### config.mk
export PLATFORM = sky130hd
export DESIGN_NAME = hdc_classify_ctrl_flat
export DESIGN_NICKNAME = d
export VERILOG_FILES = /design/src/rtl/hdc_classify_ctrl_if.sv /design/src/rtl/hdc_classify_ctrl.sv /design/src/flat_wrapper.sv
export SDC_FILE = /design/constraint.sdc
export NUM_CORES = 1
export LEC_CHECK = 0
export ABC_AREA = 0
export CAP_MARGIN = 20
export CORE_ASPECT_RATIO = 1.4
export CORE_MARGIN = 2
export CORE_UTILIZATION = 44
export DETAILED_ROUTE_END_ITERATION = 10
export PLACE_DENSITY = 0.78
export SYNTH_ARGS = -nofsm -noshare
export SYNTH_HDL_FRONTEND = slang
export SYNTH_SLANG_ARGS = --single-unit
### constraint.sdc
create_clock -name clk -period 7.7 [get_ports clk]
set_input_delay 0.77 -clock clk [delete_from_list [all_inputs] [get_ports clk]]
set_output_delay 0.77 -clock clk [all_outputs]
set_load 0.03 [all_outputs]
### src/rtl/hdc_classify_ctrl_if.sv
// Query/memory/min-search/result bus of the HDC classification sequencer.
// HDC_CTRL_DIST_OUT_EN adds the res_dist field (winning distance).
interface hdc_classify_ctrl_if #(
  parameter int CLS_NUM = 16,
  parameter int DIM     = 1024,
  parameter int WORD_W  = 64
);
  localparam int CLS_DW = $clog2(CLS_NUM);
  localparam int WORDS  = DIM / WORD_W;
  localparam int WRD_DW = (WORDS > 1) ? $clog2(WORDS) : 1;
  localparam int DIST_W = $clog2(DIM) + 1;

  logic                           q_valid;
  logic                           q_ready;
  logic                           abort;
  logic                           rd_en;
  logic [CLS_DW-1:0]              rd_cls;
  logic [WRD_DW-1:0]              rd_wrd;
  logic [WORD_W-1:0]              q_data;
  logic [WORD_W-1:0]              c_data;
  logic                           fm_en;
  logic [CLS_NUM-1:0][DIST_W-1:0] fm_nums;
  logic [CLS_DW-1:0]              fm_index;
  logic                           res_valid;
  logic                           res_ready;
  logic [CLS_DW-1:0]              res_cls;
`ifdef HDC_CTRL_DIST_OUT_EN
  logic [DIST_W-1:0]              res_dist;
`endif

  // master: the controller; slave: memories, min-search block and result consumer
  modport master (
    input  q_valid, abort, q_data, c_data, fm_index, res_ready,
    output q_ready, rd_en, rd_cls, rd_wrd, fm_en, fm_nums, res_valid, res_cls
`ifdef HDC_CTRL_DIST_OUT_EN
    , output res_dist
`endif
  );

  modport slave (
    output q_valid, abort, q_data, c_data, fm_index, res_ready,
    input  q_ready, rd_en, rd_cls, rd_wrd, fm_en, fm_nums, res_valid, res_cls
`ifdef HDC_CTRL_DIST_OUT_EN
    , input res_dist
`endif
  );
endinterface

### src/rtl/hdc_classify_ctrl.sv
// HDC inference sequencer: streams query/class words, accumulates Hamming distances,
// runs the external min-search and returns the winner. HDC_CTRL_DIST_OUT_EN adds res_dist.
module hdc_classify_ctrl #(
  parameter int CLS_NUM = 16,
  parameter int DIM     = 1024,
  parameter int WORD_W  = 64
) (
  input  logic               clk,
  input  logic               rst,
  hdc_classify_ctrl_if.master bus
);
  localparam int CLS_DW = $clog2(CLS_NUM);
  localparam int WORDS  = DIM / WORD_W;
  localparam int WRD_DW = (WORDS > 1) ? $clog2(WORDS) : 1;
  localparam int DIST_W = $clog2(DIM) + 1;

  typedef enum logic [2:0] {IDLE, READ, DRAIN, SEARCH, WAIT, DONE} state_t;

  state_t              state_reg, state_next;
  logic [CLS_DW-1:0]   cls_reg;
  logic [WRD_DW-1:0]   wrd_reg;
  logic                rd_en_d_reg;
  logic [CLS_DW-1:0]   cls_d_reg;
  logic [DIST_W-1:0]   dist_reg [CLS_NUM];
  logic [CLS_DW-1:0]   res_cls_reg;
  logic [WORD_W-1:0]   diff;
  logic [DIST_W-1:0]   word_dist;
  logic                accept, clear_cnt, acc_en, last_wrd, last_read;

  assign accept    = (state_reg == IDLE) && bus.q_valid;
  assign clear_cnt = accept || ((state_reg != IDLE) && bus.abort);
  assign last_wrd  = (wrd_reg == WRD_DW'(WORDS - 1));
  assign last_read = last_wrd && (cls_reg == CLS_DW'(CLS_NUM - 1));
  // Returning data belongs to the previous cycle's read; an abort discards it.
  assign acc_en    = rd_en_d_reg && !bus.abort;

  always_ff @(posedge clk) begin
    if (rst) state_reg <= IDLE;
    else     state_reg <= state_next;
  end

  always_comb begin
    state_next    = state_reg;
    bus.q_ready   = 1'b0;
    bus.rd_en     = 1'b0;
    bus.fm_en     = 1'b0;
    bus.res_valid = 1'b0;
    case (state_reg)
      IDLE: begin
        bus.q_ready = 1'b1;
        if (bus.q_valid) state_next = READ;
      end
      READ: begin
        bus.rd_en = 1'b1;
        if (bus.abort)      state_next = IDLE;
        else if (last_read) state_next = DRAIN;
      end
      DRAIN:  state_next = bus.abort ? IDLE : SEARCH;
      SEARCH: begin
        bus.fm_en  = 1'b1;
        state_next = bus.abort ? IDLE : WAIT;
      end
      WAIT:   state_next = bus.abort ? IDLE : DONE;
      DONE: begin
        bus.res_valid = 1'b1;
        if (bus.abort || bus.res_ready) state_next = IDLE;
      end
      default: state_next = IDLE;
    endcase
  end

  // Word/class address counters; class advances when the word index wraps.
  always_ff @(posedge clk) begin
    if (rst || clear_cnt) begin
      cls_reg <= '0;
      wrd_reg <= '0;
    end else if (state_reg == READ) begin
      if (last_wrd) begin
        wrd_reg <= '0;
        cls_reg <= cls_reg + CLS_DW'(1);
      end else begin
        wrd_reg <= wrd_reg + WRD_DW'(1);
      end
    end
  end

  assign bus.rd_cls = cls_reg;
  assign bus.rd_wrd = wrd_reg;

  always_ff @(posedge clk) begin
    if (rst) begin
      rd_en_d_reg <= 1'b0;
      cls_d_reg   <= '0;
    end else begin
      rd_en_d_reg <= bus.rd_en && !bus.abort;
      cls_d_reg   <= cls_reg;
    end
  end

  assign diff = bus.q_data ^ bus.c_data;

  always_comb begin
    word_dist = '0;
    for (int i = 0; i < WORD_W; i++) word_dist = word_dist + DIST_W'(diff[i]);
  end

  always_ff @(posedge clk) begin
    if (rst || accept) begin
      for (int i = 0; i < CLS_NUM; i++) dist_reg[i] <= '0;
    end else if (acc_en) begin
      dist_reg[cls_d_reg] <= dist_reg[cls_d_reg] + word_dist;
    end
  end

  for (genvar gi = 0; gi < CLS_NUM; gi++) begin : g_fm_nums
    assign bus.fm_nums[gi] = dist_reg[gi];
  end

  always_ff @(posedge clk) begin
    if (rst)                                    res_cls_reg <= '0;
    else if (state_reg == WAIT && !bus.abort)   res_cls_reg <= bus.fm_index;
  end

  assign bus.res_cls = res_cls_reg;

`ifdef HDC_CTRL_DIST_OUT_EN
  logic [DIST_W-1:0] res_dist_reg;

  always_ff @(posedge clk) begin
    if (rst)                                    res_dist_reg <= '0;
    else if (state_reg == WAIT && !bus.abort)   res_dist_reg <= dist_reg[bus.fm_index];
  end

  assign bus.res_dist = res_dist_reg;
`endif
endmodule

### src/flat_wrapper.sv
// flat-port wrapper written by rule: the top's interface ports become plain ports
module hdc_classify_ctrl_flat 
#(
  parameter int CLS_NUM = 16,
  parameter int DIM     = 1024,
  parameter int WORD_W  = 64
)
  (clk, rst, bus_q_valid, bus_abort, bus_q_data, bus_c_data, bus_fm_index, bus_res_ready, bus_q_ready, bus_rd_en, bus_rd_cls, bus_rd_wrd, bus_fm_en, bus_fm_nums, bus_res_valid, bus_res_cls);
  hdc_classify_ctrl_if #(.CLS_NUM(CLS_NUM), .DIM(DIM), .WORD_W(WORD_W)) bus_i ();
  input  logic clk;
  input  logic rst;
  input wire logic [$bits(bus_i.q_valid)-1:0] bus_q_valid;
  input wire logic [$bits(bus_i.abort)-1:0] bus_abort;
  input wire logic [$bits(bus_i.q_data)-1:0] bus_q_data;
  input wire logic [$bits(bus_i.c_data)-1:0] bus_c_data;
  input wire logic [$bits(bus_i.fm_index)-1:0] bus_fm_index;
  input wire logic [$bits(bus_i.res_ready)-1:0] bus_res_ready;
  output wire logic [$bits(bus_i.q_ready)-1:0] bus_q_ready;
  output wire logic [$bits(bus_i.rd_en)-1:0] bus_rd_en;
  output wire logic [$bits(bus_i.rd_cls)-1:0] bus_rd_cls;
  output wire logic [$bits(bus_i.rd_wrd)-1:0] bus_rd_wrd;
  output wire logic [$bits(bus_i.fm_en)-1:0] bus_fm_en;
  output wire logic [$bits(bus_i.fm_nums)-1:0] bus_fm_nums;
  output wire logic [$bits(bus_i.res_valid)-1:0] bus_res_valid;
  output wire logic [$bits(bus_i.res_cls)-1:0] bus_res_cls;
  assign bus_i.q_valid = bus_q_valid;
  assign bus_i.abort = bus_abort;
  assign bus_i.q_data = bus_q_data;
  assign bus_i.c_data = bus_c_data;
  assign bus_i.fm_index = bus_fm_index;
  assign bus_i.res_ready = bus_res_ready;
  assign bus_q_ready = bus_i.q_ready;
  assign bus_rd_en = bus_i.rd_en;
  assign bus_rd_cls = bus_i.rd_cls;
  assign bus_rd_wrd = bus_i.rd_wrd;
  assign bus_fm_en = bus_i.fm_en;
  assign bus_fm_nums = bus_i.fm_nums;
  assign bus_res_valid = bus_i.res_valid;
  assign bus_res_cls = bus_i.res_cls;
  hdc_classify_ctrl #(.CLS_NUM(CLS_NUM), .DIM(DIM), .WORD_W(WORD_W)) u_core (.clk(clk), .rst(rst), .bus(bus_i));
endmodule
==> impl_metrics.yaml, run 1 <==
finish:
  num-nets-final: 1416
  area_growth_pct: 37.9
  finalInstanceArea_sq_um: 15600
  layout-drive-gt1-share_pct: 11.7
  diodes: 0
  utilization_pct: 61.5
  largest_register_ffs: 176
setup_path:
  slowest_delay_ns: 0.55
  crit_family: "adder cells"
  reg2reg_from: "u_core.cls_d_reg[0]"
  worstPathMaxFanout: 8
  crit_buf_inv: 5
  critPathArrivalTime_ns: 7.64
  path_class: "reg2reg"
  worst-path-stages: 22
  cp-start-kind: "flip-flop"
  endpoint: "u_core.dist_reg[7][6]"
  crit_slowest_cell: "fa_1"
  critPathRequiredTime_ns: 7.87
  startpoint: "u_core.cls_d_reg[0]"
  reg2regPathDepth: 22
  critPathMostFrequentCell: "fa_1"
  path_cells: "mux4_2 > mux4_2 > inv_2 > fa_1 > fa_1 > fa_1 > fa_1 > fa_1 > fa_1 > fa_1 > fa_1 > inv_1 > ha_1 > inv_1 > fa_1 > nand2b_1 > a21oi_2 > nor2_1 > xor2_2 > buf_4 > buf_4 > nor2_1"
  regToRegSetupSlack_ns: 0.23
  timing.rr.end: "u_core.dist_reg[7][6]"
  crit_path_end_kind: "flip-flop"
clock_tree:
  h-tree-depth: 4
  clockRootBuffer: "clkbuf_16"
  hold_buffers: 0
  cts_tree: "built"
  insertion_delay_ns: 0.44
  clk_pin_slew_ns: 0.08
  clock_path_buffers: 2
  clock-sinks: 196
  cts_buffers: 17
drt:
  wl_per_cell_um: 23.5
  antenna_left: 0
  wl_mm: 35.6
  num_vias: 8525
  vias_per_cell: 5.63
  drtIter0Drc: 722
  drcViolationCount: 0
  first_pass_iters: 5
synth:
  yosysUniqueCellTypes: 54
  yosys.area.top_type: "edfxtp_1"
  synth_area_sq_um: 11300
  seq_area_frac_synth_pct: 50.2
  synthTopCellsByArea: "edfxtp_1 (47%), mux4_2 (10%), fa_1 (9.7%)"
  synth-warning-count: 0
  async_flop_share_pct: 0
  avgSynthCellArea_sq_um: 13.2
  syn_inst: 860
  synth_nets: 1093
  netlist.area_leader.share_pct: 46.7
  ys_ff_latch: 196
  yosysMostFrequentCell: "edfxtp_1"
  yosys-top-cells-count: "edfxtp_1 (176), nor2_1 (134), inv_1 (64)"
  synth_edf_count: 176
  synth_flop_cell: "edfxtp_1"
grt:
  grt_pass1_vias: 8952
  antenna_found_initial: 0
  grtUsageTotal_pct: 26.1
  grt_overflow_total: 0
  grt_pass1_wl_mm: 52.8
  grt_max_degree: 30
timing:
  hold_violations: 0
  finalMaxSlewViolations: 0
  max_freq_mhz: 134
  finalCritPeriodShare_pct: 97.0
  fin_worst_skew_ns: 0.0116
  setup_viol_count_final: 0
  worstMarginPinSlew_ns: 0.718
  layout_min_cycle_time_ns: 7.47
  relSlewSlack_pct: 52.0
place:
  gp_congestion: 0.909
  place_area_sq_um: 15000
  hpwl_mm: 27.8
  io_buffers: 328
die:
  initial_utilization_pct: 44.6
  core_area_sq_um: 25400
  io_pins: 329
  dieArea_sq_um: 27100
  die_y_um: 194
  die_w_um: 140
  row_count: 69
flow_run:
  maxCapViolCount: 0
run_status:
  outcome: "complete, no violations"
min_path:
  hold_path.class: "reg2reg"
through the flow:
step	setup TNS (ns)	hold slack, ns	setup slack [ns]	cells
final	0	0.497	0.230	1515
after global routing	-0.0381	0.543	-0.0104	1515
after CTS	0	0.504	0.0461	1512
after detailed placement	-1.24	0.487	-0.0723	1480
after global placement	-0.567	0.474	-0.0517	1480
after floorplan	0	0.616	0.189	860
cell usage in the layout, fill, tap and decap left out, types with 3 or more instances in the layout:
cell type / n
edfxtp_1: 176
nand2_1: 37
a21oi_2: 11
nand2b_1: 4
clkinv_4: 4
a21o_1: 7
nand4_1: 3
mux4_1: 3
mux4_2: 51
xnor2_1: 57
xor2_1: 16
buf_4: 23
buf_12: 4
clkdlybuf4s50_1: 328
nor2_1: 134
nor2b_1: 6
mux2i_1: 5
and2_1: 3
a21oi_1: 16
inv_6: 4
fa_1: 55
ha_1: 41
clkbuf_16: 17
nand3_1: 8
dfxtp_1: 18
nor3_1: 53
o21ai_0: 5
inv_1: 63
layer usage:
layer  vias to the layer above  GRT usage (%)  wire length, um
met5                         -              0                0
met4                         0           11.1             1300
met3                        77           5.85             3680
met2                       607           47.7            19200
met1                      4151           29.0            11400
li1                       3690              -                -
kinds of logic (layout without fill, tap and decap cells):
group / Yosys count / in the layout / share of synthesized area [%]
compound gates: 55 / 55 / 3.69
xor+xnor: 74 / 74 / 5.72
fa+ha+maj: 97 / 97 / 14.3
buf+inv: 116 / 452 / 4.33
flops: 196 / 196 / 50.2
mux: 59 / 59 / 11.3
simple gates: 263 / 263 / 10.4
worst min-delay path by stage:
stage | start | endpoint | slack, ns | cells past startpoint
2_1_floorplan | u_core.bus.rd_wrd[1] | u_core.bus.rd_wrd[1] | 0.62 | 2
3_3_place_gp | u_core.bus.res_cls[0] | u_core.bus.res_cls[0] | 0.47 | 2
3_5_place_dp | u_core.bus.res_cls[1] | u_core.bus.res_cls[1] | 0.49 | 2
4_1_cts | u_core.bus.res_cls[1] | u_core.bus.res_cls[1] | 0.50 | 2
5_1_grt | u_core.bus.res_cls[0] | u_core.bus.res_cls[0] | 0.54 | 2
6_report | u_core.bus.res_cls[1] | u_core.bus.res_cls[1] | 0.50 | 2
what timing repair did:
item | in CTS | in global routing
endpoints found under the hold margin | 0 | 0
gates resized for setup | 2 | 6
pin swaps | 0 | 1
gates cloned | 0 | 1
endpoints found under the setup margin | 20 | 48
setup buffers | 0 | 2
worst register-to-register path: stages (launching register included):
cell and delay (ns):
dfxtp_4 0.44, mux4_2 0.54, mux4_2 0.50, inv_2 0.09, fa_1 0.44, fa_1 0.51, fa_1 0.43, fa_1 0.49
fa_1 0.55, fa_1 0.45, fa_1 0.52, fa_1 0.43, inv_1 0.08, ha_1 0.16, inv_1 0.06, fa_1 0.42
nand2b_1 0.19, a21oi_2 0.22, nor2_1 0.11, xor2_2 0.18, buf_4 0.17, buf_4 0.17, nor2_1 0.06
cell type report:
cell class / count / area (sq um)
repair buffers: 356 / 3550
clock buffers: 17 / 425
fillers: 1955 / 9760
flip-flops and latches: 196 / 5690
multi-input cells: 548 / 5170
inverters: 64 / 240
clock inverters: 15 / 148
well taps: 319 / 399
Power of run 1 is left out: the tool's default activity adds up to more than one toggle a clock period on the data nets, which glitch-free logic cannot reach.
==> run 2: changes to the inputs <==
PLACE_DENSITY = 0.75   (was 0.78)
==> impl_metrics.yaml, run 2 (synthesis gave the netlist of run 1 again) <==
setup_path:
  path_cells: "mux4_2 > mux4_2 > inv_1 > fa_1 > fa_1 > fa_1 > fa_1 > fa_1 > fa_1 > fa_1 > fa_1 > inv_1 > ha_1 > inv_1 > fa_1 > nand2b_1 > a21oi_2 > o2111ai_1 > a21o_4 > a21oi_1"
  slowest_delay_ns: 0.54
  regToRegSetupSlack_ns: 0.30
  reg2regPathDepth: 20
  startpoint: "u_core.dist_reg[8][0]"
  worst-path-stages: 20
  critPathMostFrequentCell: "fa_1"
  critPathRequiredTime_ns: 7.97
  critPathArrivalTime_ns: 7.68
  path_class: "reg2reg"
  cp-start-kind: "flip-flop"
  crit_path_end_kind: "flip-flop"
  worstPathMaxFanout: 16
  crit_slowest_cell: "fa_1"
  crit_family: "adder cells"
  crit_buf_inv: 3
  reg2reg_from: "u_core.dist_reg[8][0]"
timing:
  layout_min_cycle_time_ns: 7.40
  worstMarginPinSlew_ns: 0.711
  max_freq_mhz: 135
  rsz0062_at_grt: "no"
  fin_hold_ws_ns: 0.499
  setup_viol_count_final: 0
  relSlewSlack_pct: 52.4
  finalMaxSlewViolations: 0
  fin_worst_skew_ns: 0.0119
  hold_violations: 0
  finalCritPeriodShare_pct: 96.2
finish:
  largest_register_ffs: 176
  layout-drive-gt1-share_pct: 10.9
  num-fill-cells: 2021
  finalNonFillerCells: 1510
  multi_input_area_sq_um: 5160
  layout_common_cells: "clkdlybuf4s50_1 (328), edfxtp_1 (176), nor2_1 (134)"
  final_common_cell: "clkdlybuf4s50_1"
  area_growth_pct: 37.0
  finalInstanceArea_sq_um: 15500
  area.sequential_sq_um: 5690
  diodes: 0
  num-nets-final: 1411
drt:
  drtIter0Drc: 809
  wl_per_cell_um: 23.6
  drcViolationCount: 0
  first_pass_iters: 5
  num_vias: 8470
  antenna_left: 0
  vias_per_cell: 5.61
  wl_mm: 35.7
place:
  hpwl_mm: 27.9
  post-place-cells: 1478
  place_area_sq_um: 15000
  gp_congestion: 0.932
  io_buffers: 328
clock_tree:
  clockRootBuffer: "clkbuf_16"
  clock_path_buffers: 2
  cts_setup_buffers: 0
  cts_tree: "built"
  cts_resized: 0
  h-tree-depth: 4
  hold_buffers: 0
  clk_pin_slew_ns: 0.07
  cts_buffers: 17
  clock-sinks: 196
  insertion_delay_ns: 0.44
die:
  core_area_sq_um: 25400
  row_count: 69
  die_y_um: 194
  dieArea_sq_um: 27100
  die_w_um: 140
  initial_utilization_pct: 44.6
  io_pins: 329
grt:
  grt_max_degree: 26
  grt_pass1_wl_mm: 52.8
  grt_pass1_vias: 8699
  grt_overflow_total: 0
  antenna_found_initial: 1
  grtUsageTotal_pct: 26.2
min_path:
  worstHoldStart: "u_core.bus.res_cls[1]"
  hold_path.class: "reg2reg"
  hold_depth: 2
run_status:
  outcome: "complete, no violations"
flow_run:
  maxCapViolCount: 0
## run 2: tightest hold or removal path: cells and delay by family, from the launching register on
family	cells	cell delay, ns
flops	1	0.33
simple gates	1	0.07
mux	1	0.06
## run 2: routing by layer
metal  share of wire, %  up-vias  wire length [um]  track usage (%)
met1                 33     4161             11700             29.8
li1                   -     3678                 -                -
met4                3.7        2              1310             9.48
met5              0.036        -                13                0
met3                 11       74              3810             7.48
met2                 53      555             18900             46.9
## run 2: stage by stage
stage	setup TNS, ns	utilization (%)	setup WS (ns)
final	0	61.1	0.296
after global routing	0	61.1	0.0150
after global placement	0	58.9	0.0677
after CTS	0	61.1	0.0390
after detailed placement	-0.318	58.9	-0.0394
after floorplan	0	-	0.189
## run 2: final timing paths
kind	to
worst max register to register	u_core.dist_reg[1][10]
worst max-delay path	u_core.dist_reg[1][10]
worst min register to register	u_core.bus.res_cls[1]
worst min-delay path	u_core.bus.res_cls[1]
## run 2: area by class of cell
| cell class | count | share of cell area (%) |
|---|---|---|
| Clock buffer | 17 | 2.74 |
| Tap cell | 319 | 2.57 |
| Multi-Input combinational cell | 548 | 33.2 |
| Sequential cell | 196 | 36.7 |
| Timing Repair Buffer | 351 | 22.5 |
| Inverter | 64 | 1.55 |
| Clock inverter | 15 | 0.774 |
Power of run 2 is left out for the same reason.
==> run 3: changes to the inputs <==
clock period = 6 ns   (was 7.7 ns; I/O delays follow)
==> impl_metrics.yaml, run 3 (synthesis gave the netlist of run 1 again) <==
run_status:
  outcome: "finished, violations left"
  violations: "setup timing"
setup_path:
  timing.rr.end: "u_core.dist_reg[15][10]"
  regToRegSetupSlack_ns: -1.33
  reg2regPathDepth: 22
  reg2reg_from: "u_core.dist_reg[15][0]"
  critPathArrivalTime_ns: 7.49
  cp-start-kind: "flip-flop"
  path_class: "reg2reg"
  critPathRequiredTime_ns: 6.17
  endpoint: "u_core.dist_reg[15][10]"
  startpoint: "u_core.dist_reg[15][0]"
  worstPathMaxFanout: 6
  crit_path_end_kind: "flip-flop"
clock_tree:
  clock_path_buffers: 2
  cts_tree: "built"
  clock-sinks: 196
  clk_pin_slew_ns: 0.08
  clockRootBuffer: "clkbuf_16"
  h-tree-depth: 4
  cts_buffers: 17
  insertion_delay_ns: 0.45
finish:
  layout_common_cells: "clkdlybuf4s50_1 (328), edfxtp_1 (176), buf_4 (83)"
  diodes: 0
  final_common_cell: "clkdlybuf4s50_1"
  largest_register_ffs: 176
  num-nets-final: 1509
  layout-drive-gt1-share_pct: 27.3
  area_growth_pct: 54.2
timing:
  max_freq_mhz: 137
  fin_worst_skew_ns: 0.0167
  fin_ws_ns: -1.33
  rsz0062_at_grt: "yes"
  layout_min_cycle_time_ns: 7.33
  relSlewSlack_pct: 34.2
  hold_violations: 0
  worstMarginPinSlew_ns: 0.985
  finalCritPeriodShare_pct: 122
  setup_tns_ns: -186.72
  setup_viol_count_final: 176
  finalMaxSlewViolations: 0
drt:
  vias_per_cell: 5.81
  num_vias: 9344
  wl_mm: 40.5
  drcViolationCount: 0
  wl_per_cell_um: 25.2
  antenna_left: 0
  drtIter0Drc: 1052
  first_pass_iters: 7
die:
  die_w_um: 140
  dieArea_sq_um: 27100
  initial_utilization_pct: 44.6
  io_pins: 329
  core_area_sq_um: 25400
  die_y_um: 194
  row_count: 69
grt:
  grt_pass1_vias: 9641
  grtUsageTotal_pct: 28.8
  grt_overflow_total: 0
  grt_max_degree: 31
  grt_pass1_wl_mm: 58.1
  antenna_found_initial: 0
place:
  io_buffers: 328
  gp_congestion: 0.912
  hpwl_mm: 28.6
min_path:
  hold_path.class: "reg2reg"
  hold_depth: 2
flow_run:
  maxCapViolCount: 0
run 3: cell count changes in the layout (fill, tap and decap cells not counted), moves of 15 or more:
cell,before,now
nor3_2,0,22
nor2_1,134,69
nor2_2,1,16
nor3_1,53,27
buf_4,20,83
buf_6,1,17
nor2_4,0,50
run 3: layout make-up:
| class | instances | area [sq um] |
|---|---|---|
| sequential | 196 | 5690 |
| clock buffer | 17 | 425 |
| inverter | 64 | 245 |
| multi-input combinational | 549 | 5990 |
| timing repair buffer | 448 | 4530 |
| fill | 1716 | 7920 |
| clock inverter | 15 | 176 |
| tap | 319 | 399 |
run 3: how the worst min path moves through the flow:
stage	startpoint	to
3_3_place_gp	u_core.bus.res_cls[0]	u_core.bus.res_cls[0]
2_1_floorplan	u_core.bus.rd_wrd[1]	u_core.bus.rd_wrd[1]
3_5_place_dp	u_core.bus.res_cls[1]	u_core.bus.res_cls[1]
4_1_cts	u_core.bus.res_cls[1]	u_core.bus.res_cls[1]
6_report	u_core.bus.res_cls[1]	u_core.bus.res_cls[1]
5_1_grt	u_core.bus.res_cls[1]	u_core.bus.res_cls[1]
run 3: what timing repair did:
item                                    4_1_cts  5_1_grt
endpoints found under the setup margin      176      176
pin swaps                                    40       22
buffers inserted                             15        9
hold buffers                                  0        0
gates resized for setup                     103      111
cloned                                        6        1
run 3: stage by stage:
| stage | utilization [%] | hold WS (ns) | std cells | setup slack [ns] | area [sq um] |
|---|---|---|---|---|---|
| final | 68.8 | 0.506 | 1608 | -1.33 | 17500 |
| after global routing | 68.8 | 0.542 | 1608 | -1.51 | 17500 |
| after CTS | 66.9 | 0.513 | 1602 | -1.26 | 17000 |
| after detailed placement | 61.7 | 0.496 | 1549 | -1.63 | 15700 |
| after global placement | 61.7 | 0.476 | 1549 | -1.48 | 15700 |
| after floorplan | - | 0.616 | 860 | -0.962 | 11500 |
run 3: worst max-delay path, stage by stage (launching register included):
cell,delay [ns]
edfxtp_1,0.44
mux4_2,0.50
mux4_2,0.52
inv_2,0.09
fa_1,0.43
fa_2,0.55
fa_1,0.42
fa_1,0.49
fa_1,0.55
fa_1,0.44
fa_1,0.52
fa_1,0.43
inv_2,0.08
ha_4,0.13
inv_2,0.04
fa_2,0.39
nand2b_4,0.17
a21oi_4,0.17
buf_6,0.14
o2111ai_4,0.16
nand3_4,0.16
clkbuf_16,0.17
a21oi_2,0.05
run 3: layer usage:
metal,up-vias,track usage (%),routed length (um)
li1,3888,-,-
met1,4538,32.0,12300
met3,143,7.21,4790
met2,775,50.9,20900
met5,-,0,0
met4,0,14.7,2490
Power of run 3 is left out for the same reason.
